==> src/rtl/lc3_pkg.sv <==
// Shared LC-3 condition-code definitions: bit positions, reset value and the NZP type.
package lc3_pkg;

    localparam int CC_N = 2;
    localparam int CC_Z = 1;
    localparam int CC_P = 0;

    typedef logic [2:0] nzp_t;

    // Z set after reset, matching an LC-3 that has just cleared its registers.
    localparam nzp_t NZP_RESET = 3'b010;

endpackage

==> src/rtl/lc3_cc_unit_if.sv <==
// Control/data signals between the datapath controller and the condition-code unit.
interface lc3_cc_unit_if
    import lc3_pkg::*;
#(
    parameter int WIDTH = 16,
    parameter int DEPTH = 4
);
    logic                         i_LD_CC;
    logic [WIDTH-1:0]             i_Bus;
    logic                         i_LD_PSR_CC;
    logic                         i_LD_BEN;
    logic [2:0]                   i_IR_NZP;
    logic                         i_Push;
    logic                         i_Pop;
    logic                         i_Err_Clr;
    nzp_t                         o_NZP;
    logic                         o_BEN;
    logic [$clog2(DEPTH+1)-1:0]   o_Depth;
    logic                         o_Full;
    logic                         o_Empty;
    logic                         o_Overflow;
    logic                         o_Underflow;

    modport master (
        output i_LD_CC, i_Bus, i_LD_PSR_CC, i_LD_BEN, i_IR_NZP, i_Push, i_Pop, i_Err_Clr,
        input  o_NZP, o_BEN, o_Depth, o_Full, o_Empty, o_Overflow, o_Underflow
    );

    modport slave (
        input  i_LD_CC, i_Bus, i_LD_PSR_CC, i_LD_BEN, i_IR_NZP, i_Push, i_Pop, i_Err_Clr,
        output o_NZP, o_BEN, o_Depth, o_Full, o_Empty, o_Overflow, o_Underflow
    );

endinterface

==> src/rtl/lc3_cc_stack.sv <==
// DEPTH-entry LIFO of saved NZP values for interrupt nesting.
// Push+pop on a non-empty stack swaps the top entry with the incoming value;
// push+pop on an empty stack behaves as a plain push.
module lc3_cc_stack
    import lc3_pkg::*;
#(
    parameter  int DEPTH = 4,
    localparam int DW    = $clog2(DEPTH+1),
    localparam int AW    = (DEPTH > 1) ? $clog2(DEPTH) : 1
) (
    input  logic          clk,
    input  logic          rst,
    input  logic          push,
    input  logic          pop,
    input  logic          clr,
    input  nzp_t          wr_nzp,
    output nzp_t          rd_nzp,
    output logic          rd_valid,
    output logic [DW-1:0] depth,
    output logic          full,
    output logic          empty,
    output logic          overflow,
    output logic          underflow
);

    logic [DW-1:0] count;
    nzp_t          mem [2**AW];
    logic [AW-1:0] top_idx;
    logic [AW-1:0] push_idx;
    logic          do_push;
    logic          do_pop;
    logic          do_swap;
    logic          ovf_evt;
    logic          unf_evt;

    assign empty    = (count == '0);
    assign full     = (count == DW'(DEPTH));
    assign top_idx  = AW'(count - 1'b1);
    assign push_idx = AW'(count);

    assign do_swap  = push & pop & ~empty;
    assign do_push  = push & ~full & ~(pop & ~empty);
    assign do_pop   = pop & ~push & ~empty;
    assign ovf_evt  = push & ~pop & full;
    assign unf_evt  = pop & ~push & empty;

    assign rd_nzp   = mem[top_idx];
    assign rd_valid = pop & ~empty;
    assign depth    = count;

    // Occupancy counter; push and pop are mutually exclusive here, a swap leaves it alone.
    // NOTE: state is updated with non-blocking assignments so every register samples pre-edge values.
    always_ff @(posedge clk or posedge rst) begin
        if (rst) begin
            count <= '0;
        end else if (do_push) begin
            count <= count + 1'b1;
        end else if (do_pop) begin
            count <= count - 1'b1;
        end
    end

    // Entry storage: push writes the next free slot, swap overwrites the current top.
    // NOTE: the storage array has no reset; its contents are meaningless while count is 0.
    always_ff @(posedge clk) begin
        if (do_push) begin
            mem[push_idx] <= wr_nzp;
        end else if (do_swap) begin
            mem[top_idx] <= wr_nzp;
        end
    end

    // Sticky error flags; a new error in the same cycle as a clear keeps the flag set.
    always_ff @(posedge clk or posedge rst) begin
        if (rst) begin
            overflow  <= 1'b0;
            underflow <= 1'b0;
        end else begin
            if (ovf_evt)  overflow  <= 1'b1;
            else if (clr) overflow  <= 1'b0;
            if (unf_evt)  underflow <= 1'b1;
            else if (clr) underflow <= 1'b0;
        end
    end

endmodule

==> src/rtl/lc3_cc_unit.sv <==
// LC-3 condition-code unit: NZP register with bus-derived and PSR loads,
// registered branch enable and a save/restore stack for interrupt nesting.
module lc3_cc_unit
    import lc3_pkg::*;
#(
    parameter int   WIDTH     = 16,
    parameter int   DEPTH     = 4,
    parameter nzp_t RESET_NZP = NZP_RESET
) (
    input logic          i_CLK,
    input logic          i_RST,
    lc3_cc_unit_if.slave bus
);

    nzp_t nzp;
    nzp_t nzp_next;
    nzp_t cc_nzp;
    nzp_t stack_nzp;
    logic stack_valid;
    logic ben;

    lc3_cc_stack #(.DEPTH(DEPTH)) u_stack (
        .clk       (i_CLK),
        .rst       (i_RST),
        .push      (bus.i_Push),
        .pop       (bus.i_Pop),
        .clr       (bus.i_Err_Clr),
        .wr_nzp    (nzp),
        .rd_nzp    (stack_nzp),
        .rd_valid  (stack_valid),
        .depth     (bus.o_Depth),
        .full      (bus.o_Full),
        .empty     (bus.o_Empty),
        .overflow  (bus.o_Overflow),
        .underflow (bus.o_Underflow)
    );

    // Sign/zero decode of the bus; always exactly one bit set.
    // NOTE: every always_comb output gets a default first so no path leaves it unassigned (no latch).
    always_comb begin
        cc_nzp       = '0;
        cc_nzp[CC_N] = bus.i_Bus[WIDTH-1];
        cc_nzp[CC_Z] = (bus.i_Bus == '0);
        cc_nzp[CC_P] = ~cc_nzp[CC_N] & ~cc_nzp[CC_Z];
    end

    // Next-NZP priority: stack restore, then PSR load (verbatim low bits), then bus decode.
    always_comb begin
        nzp_next = nzp;
        if (stack_valid) begin
            nzp_next = stack_nzp;
        end else if (bus.i_LD_PSR_CC) begin
            nzp_next = nzp_t'(bus.i_Bus);
        end else if (bus.i_LD_CC) begin
            nzp_next = cc_nzp;
        end
    end

    // NZP and BEN registers; BEN evaluates against the NZP held before this edge.
    always_ff @(posedge i_CLK or posedge i_RST) begin
        if (i_RST) begin
            nzp <= RESET_NZP;
            ben <= 1'b0;
        end else begin
            nzp <= nzp_next;
            if (bus.i_LD_BEN) ben <= |(bus.i_IR_NZP & nzp);
        end
    end

    assign bus.o_NZP = nzp;
    assign bus.o_BEN = ben;

endmodule

==> src/flat_wrapper.sv <==
// flat-port wrapper written by rule: the top's interface ports become plain ports
module lc3_cc_unit_flat import lc3_pkg::*;
#(
    parameter int   WIDTH     = 16,
    parameter int   DEPTH     = 4,
    parameter nzp_t RESET_NZP = NZP_RESET
)
  (i_CLK, i_RST, bus_i_LD_CC, bus_i_Bus, bus_i_LD_PSR_CC, bus_i_LD_BEN, bus_i_IR_NZP, bus_i_Push, bus_i_Pop, bus_i_Err_Clr, bus_o_NZP, bus_o_BEN, bus_o_Depth, bus_o_Full, bus_o_Empty, bus_o_Overflow, bus_o_Underflow);
  lc3_cc_unit_if #(.WIDTH(WIDTH), .DEPTH(DEPTH)) bus_i ();
  input logic i_CLK;
  input logic i_RST;
  input wire logic [$bits(bus_i.i_LD_CC)-1:0] bus_i_LD_CC;
  input wire logic [$bits(bus_i.i_Bus)-1:0] bus_i_Bus;
  input wire logic [$bits(bus_i.i_LD_PSR_CC)-1:0] bus_i_LD_PSR_CC;
  input wire logic [$bits(bus_i.i_LD_BEN)-1:0] bus_i_LD_BEN;
  input wire logic [$bits(bus_i.i_IR_NZP)-1:0] bus_i_IR_NZP;
  input wire logic [$bits(bus_i.i_Push)-1:0] bus_i_Push;
  input wire logic [$bits(bus_i.i_Pop)-1:0] bus_i_Pop;
  input wire logic [$bits(bus_i.i_Err_Clr)-1:0] bus_i_Err_Clr;
  output wire logic [$bits(bus_i.o_NZP)-1:0] bus_o_NZP;
  output wire logic [$bits(bus_i.o_BEN)-1:0] bus_o_BEN;
  output wire logic [$bits(bus_i.o_Depth)-1:0] bus_o_Depth;
  output wire logic [$bits(bus_i.o_Full)-1:0] bus_o_Full;
  output wire logic [$bits(bus_i.o_Empty)-1:0] bus_o_Empty;
  output wire logic [$bits(bus_i.o_Overflow)-1:0] bus_o_Overflow;
  output wire logic [$bits(bus_i.o_Underflow)-1:0] bus_o_Underflow;
  assign bus_i.i_LD_CC = bus_i_LD_CC;
  assign bus_i.i_Bus = bus_i_Bus;
  assign bus_i.i_LD_PSR_CC = bus_i_LD_PSR_CC;
  assign bus_i.i_LD_BEN = bus_i_LD_BEN;
  assign bus_i.i_IR_NZP = bus_i_IR_NZP;
  assign bus_i.i_Push = bus_i_Push;
  assign bus_i.i_Pop = bus_i_Pop;
  assign bus_i.i_Err_Clr = bus_i_Err_Clr;
  assign bus_o_NZP = bus_i.o_NZP;
  assign bus_o_BEN = bus_i.o_BEN;
  assign bus_o_Depth = bus_i.o_Depth;
  assign bus_o_Full = bus_i.o_Full;
  assign bus_o_Empty = bus_i.o_Empty;
  assign bus_o_Overflow = bus_i.o_Overflow;
  assign bus_o_Underflow = bus_i.o_Underflow;
  lc3_cc_unit #(.WIDTH(WIDTH), .DEPTH(DEPTH), .RESET_NZP(RESET_NZP)) u_core (.i_CLK(i_CLK), .i_RST(i_RST), .bus(bus_i));
endmodule
==> config.mk <==
export PLATFORM = sky130hd
export DESIGN_NAME = lc3_cc_unit_flat
export DESIGN_NICKNAME = d
export VERILOG_FILES = /design/src/rtl/lc3_pkg.sv /design/src/rtl/lc3_cc_unit_if.sv /design/src/rtl/lc3_cc_stack.sv /design/src/rtl/lc3_cc_unit.sv /design/src/flat_wrapper.sv
export SDC_FILE = /design/constraint.sdc
export NUM_CORES = 1
export LEC_CHECK = 0
export ABC_AREA = 1
export CAP_MARGIN = 0
export CORE_MARGIN = 5
export CORE_UTILIZATION = 45
export CTS_CLUSTER_SIZE = 10
export DETAILED_ROUTE_END_ITERATION = 16
export PLACE_DENSITY_LB_ADDON = 0.3
export SLEW_MARGIN = 20
export SYNTH_ARGS = -nofsm -noshare
export SYNTH_HDL_FRONTEND = slang
export SYNTH_SLANG_ARGS = --single-unit
==> constraint.sdc <==
create_clock -name i_CLK -period 5.3 [get_ports i_CLK]
set_input_delay 1.59 -clock i_CLK [delete_from_list [all_inputs] [get_ports i_CLK]]
set_output_delay 1.59 -clock i_CLK [all_outputs]
set_load 0.02 [all_outputs]
==> results of run 1 <==
==> final cells by class <==
class | count | area (um^2)
fill | 213 | 870.8
timing repair buffer | 37 | 370.4
clock inverter | 1 | 5.005
inverter | 26 | 97.59
sequential | 21 | 586.8
tap | 30 | 37.54
clock buffer | 3 | 22.52
multi-input combinational | 97 | 464.2
==> Yosys cell counts (all sizes together) <==
master,instances,share of area (%)
a21oi,6,2.6
a41oi,1,0.76
buf,1,0.43
dfrtp,8,17
dfstp,1,2.3
edfxtp,12,31
ha,3,3.3
inv,26,8.5
nand2,45,16
nand3,10,4.3
nand4,1,0.54
nor2,21,7.5
o21ai,8,3.8
o32ai,1,0.76
xor2,1,0.76
==> metal layers <==
layer	vias up	wire length, um
met2	31	1389
met3	4	163
met5	-	0
li1	536	-
met4	0	27
met1	481	1111
==> worst max-delay path, stage by stage (launching register included) <==
cell             delay, ns
dfrtp_1               0.53
inv_1                 0.24
ha_1                  0.25
nand2_1               0.10
inv_1                 0.08
clkdlybuf4s50_1       0.60
==> state kept, by name, summed over array words and instances (netlist names) <==
name,count
u_core.u_stack.overflow,1
u_core.bus.o_BEN,1
u_core.u_stack.depth,3
u_core.bus.o_NZP,3
u_core.u_stack.underflow,1
u_core.u_stack.mem,12
==> stage by stage <==
stage / hold slack [ns] / utilization [%] / worst slack [ns] / power (uW) / cells
detailed placement: 0.5245 / 63.40 / 1.971 / 687.1 / 211
finish: 0.5385 / 64.53 / 1.615 / 756.6 / 215
global placement: 0.5167 / 63.40 / 2.027 / 673.4 / 211
global route: 0.5774 / 64.53 / 1.499 / 816.1 / 215
CTS: 0.5475 / 64.53 / 1.614 / 764.9 / 215
floorplan: 0.5229 / - / 2.604 / 534.4 / 145
==> worst max path at each step <==
| stage | cells past startpoint | slack [ns] | end | start |
|---|---|---|---|---|
| after floorplan | 4 | 2.60 | bus_o_Full | u_core.u_stack.depth[0] |
| after global routing | 5 | 1.50 | bus_o_Full | u_core.u_stack.depth[0] |
| after global placement | 5 | 2.03 | bus_o_Full | u_core.u_stack.depth[0] |
| final | 5 | 1.61 | bus_o_Full | u_core.u_stack.depth[0] |
| after detailed placement | 5 | 1.97 | bus_o_Full | u_core.u_stack.depth[0] |
| after CTS | 5 | 1.61 | bus_o_Full | u_core.u_stack.depth[0] |
==> placed cells by master (no fill, tap or decap), drive strengths merged <==
| master | instances |
|---|---|
| clkdlybuf4s50 | 37 |
| xor2 | 1 |
| edfxtp | 12 |
| a41oi | 1 |
| dfstp | 1 |
| clkinv | 1 |
| o21ai | 8 |
| nor2 | 21 |
| dfrtp | 8 |
| nand4 | 1 |
| a21oi | 6 |
| inv | 26 |
| nand3 | 10 |
| nand2 | 45 |
| ha | 3 |
| clkbuf | 3 |
| o32ai | 1 |
==> kinds of logic after synthesis <==
logic type,share of synthesized area (%)
AOI/OAI and AO/OA,7.918
xor gates and xnor gates,0.7594
buffers and inverters,8.893
adders and majority gates,3.254
DFF,50.87
and+or+nand+nor,28.31
==> power groups by stage <==
stage               clock network, uW  registers, uW  logic, uW
floorplan                           0            320        215
global placement                    0            305        368
detailed placement                  0            309        378
CTS                              79.1            306        380
global route                     83.1            314        419
finish                           76.0            304        377
==> flow_summary_export.csv, run 1 <==
group,metric,value,unit
status,status,"finished, final reports clean",
grt,grt_max_degree,14,
clocking,htree_levels,1,
clocking,cts.sinks,21,
power_and_ir_drop,swShare,42.82,%
place,place_area,1556,um^2
clocking,cts_hold_buf,0,
worst_setup_path,rr_startpoint,"u_core.u_stack.depth[0]",
grt,top_usage_layer,"met2",
detailed_routing,drc,0,
die,die-area,3676,um^2
cells_and_area,final_cell_area,1584,um^2
worst_setup_path,path_class,"reg2out",
detailed_routing,wl_per_cell,12.52,um
min_path,hp-class,"reg2reg",
power_and_ir_drop,intPower,432.6,uW
clocking,cts_max_path_buffers,2,
min_path,hold_path_end,"u_core.bus.o_NZP[1]",
place,routabilityCongestion,1.003,
clocking,cts_tree,"done",
power_and_ir_drop,power_density,477.6,nW/um^2
detailed_routing,drt_iter0_markers,37,
grt,grt_pass1_vias,1080,
grt,grt_usage,15.85,%
clocking,clk_pin_slew,0.12,ns
yosys,yosys_warnings,0,
clocking,cts_resized,0,
die,ioPinCount,38,
sta,finalHoldViolCount,0,
yosys,synth_cell_types,20,
detailed_routing,drtPass1Iterations,4,
grt,antenna_found_initial,0,
worst_setup_path,cp_data_arrival_time,2.10,ns
detailed_routing,num_vias,1052,
min_path,whs_path_depth,2,
power_and_ir_drop,power.switching,324.0,uW
die,start_util,46.99,%
sta,skew,0.007135,ns
die,placement_rows,18,
power_and_ir_drop,combPwrFrac,49.8,%
sta,slew_violations,0,
sta,grt_setup_unrepaired,"false",
worst_setup_path,worst-path-max-fanout,13,
sta,min_period,3.685,ns
cells_and_area,syn2layout_area_growth,37.31,%
grt,gr-usage-met1,19.54,%
worst_setup_path,critPathCaptureType,"output port",
yosys,synth_seq_cells,21,
grt,grt-ovfl-total,0,
cells_and_area,drive_above_1_share,6.486,%
worst_setup_path,start_kind,"flip-flop",
worst_setup_path,r2r_end,"u_core.u_stack.mem[0][1]",
grt,grt_pass1_wl,4374,um
worst_setup_path,ff2ff_path_depth,9,
power_and_ir_drop,pwr-share-seq,40.2,%
cells_and_area,antenna_cells,0,
worst_setup_path,cp.required,3.71,ns
yosys,synth_fp_nets,175,
cells_and_area,layout.nets,216,
sta,period_share,69.53,%
worst_setup_path,r2r_slack,3.03,ns
die,die_h,60.63,um
sta,relSlewSlack,74.85,%
power_and_ir_drop,pwr-share-clk,10.0,%
yosys,synth_cells,145,
sta,fmax,271.4,MHz
run,timing.max_cap.violations,0,
detailed_routing,routed_wirelength,2691,um
yosys,seq_area_frac_synth,50.87,%
sta,setup_viol,0,
detailed_routing,ant_nets,0,
clocking,numCtsBuffers,3,
power_and_ir_drop,ir_drop,0.3386,mV
die,core,2455,um^2
place,place_hpwl,2191,um
power_and_ir_drop,power.leakage,0.0007294,uW
clocking,cts_setup_buffers,0,
grt,use_met2,27.33,%
yosys,syn_area,1154,um^2
place,port_buffers,37,
detailed_routing,vias_per_cell,4.893,
min_path,holdCritStartpoint,"u_core.bus.o_NZP[1]",
sta,worstMarginPinSlew,0.3772,ns
grt,grt_use_met3,2.766,%
sta,tns,0,ns
die,die_x,60.63,um
yosys,syn_avg_cell_area,7.956,um^2
clocking,cts_root_buf,"clkbuf_4",
clocking,clk_latency,0.30,ns
Note: power is estimated with default switching activity, not from simulation.
==> run 2: changes to the inputs <==
==> constraint.sdc (replaced) <==
create_clock -name i_CLK -period 3.5 [get_ports i_CLK]
set_input_delay 1.05 -clock i_CLK [delete_from_list [all_inputs] [get_ports i_CLK]]
set_output_delay 1.05 -clock i_CLK [all_outputs]
set_load 0.02 [all_outputs]
==> results of run 2 <==
The final DEF is identical to that of run 1. Status: finished, final reports clean.
Among the figures that moved: setup slack after placement 1.971 ns -> 0.7111 ns; setup slack after layout 1.615 ns -> 0.3549 ns; register-to-register setup slack 3.03 ns -> 1.23 ns; total power 756.6 uW -> 1146 uW; worst IR drop on VDD 0.3386 mV -> 0.5127 mV
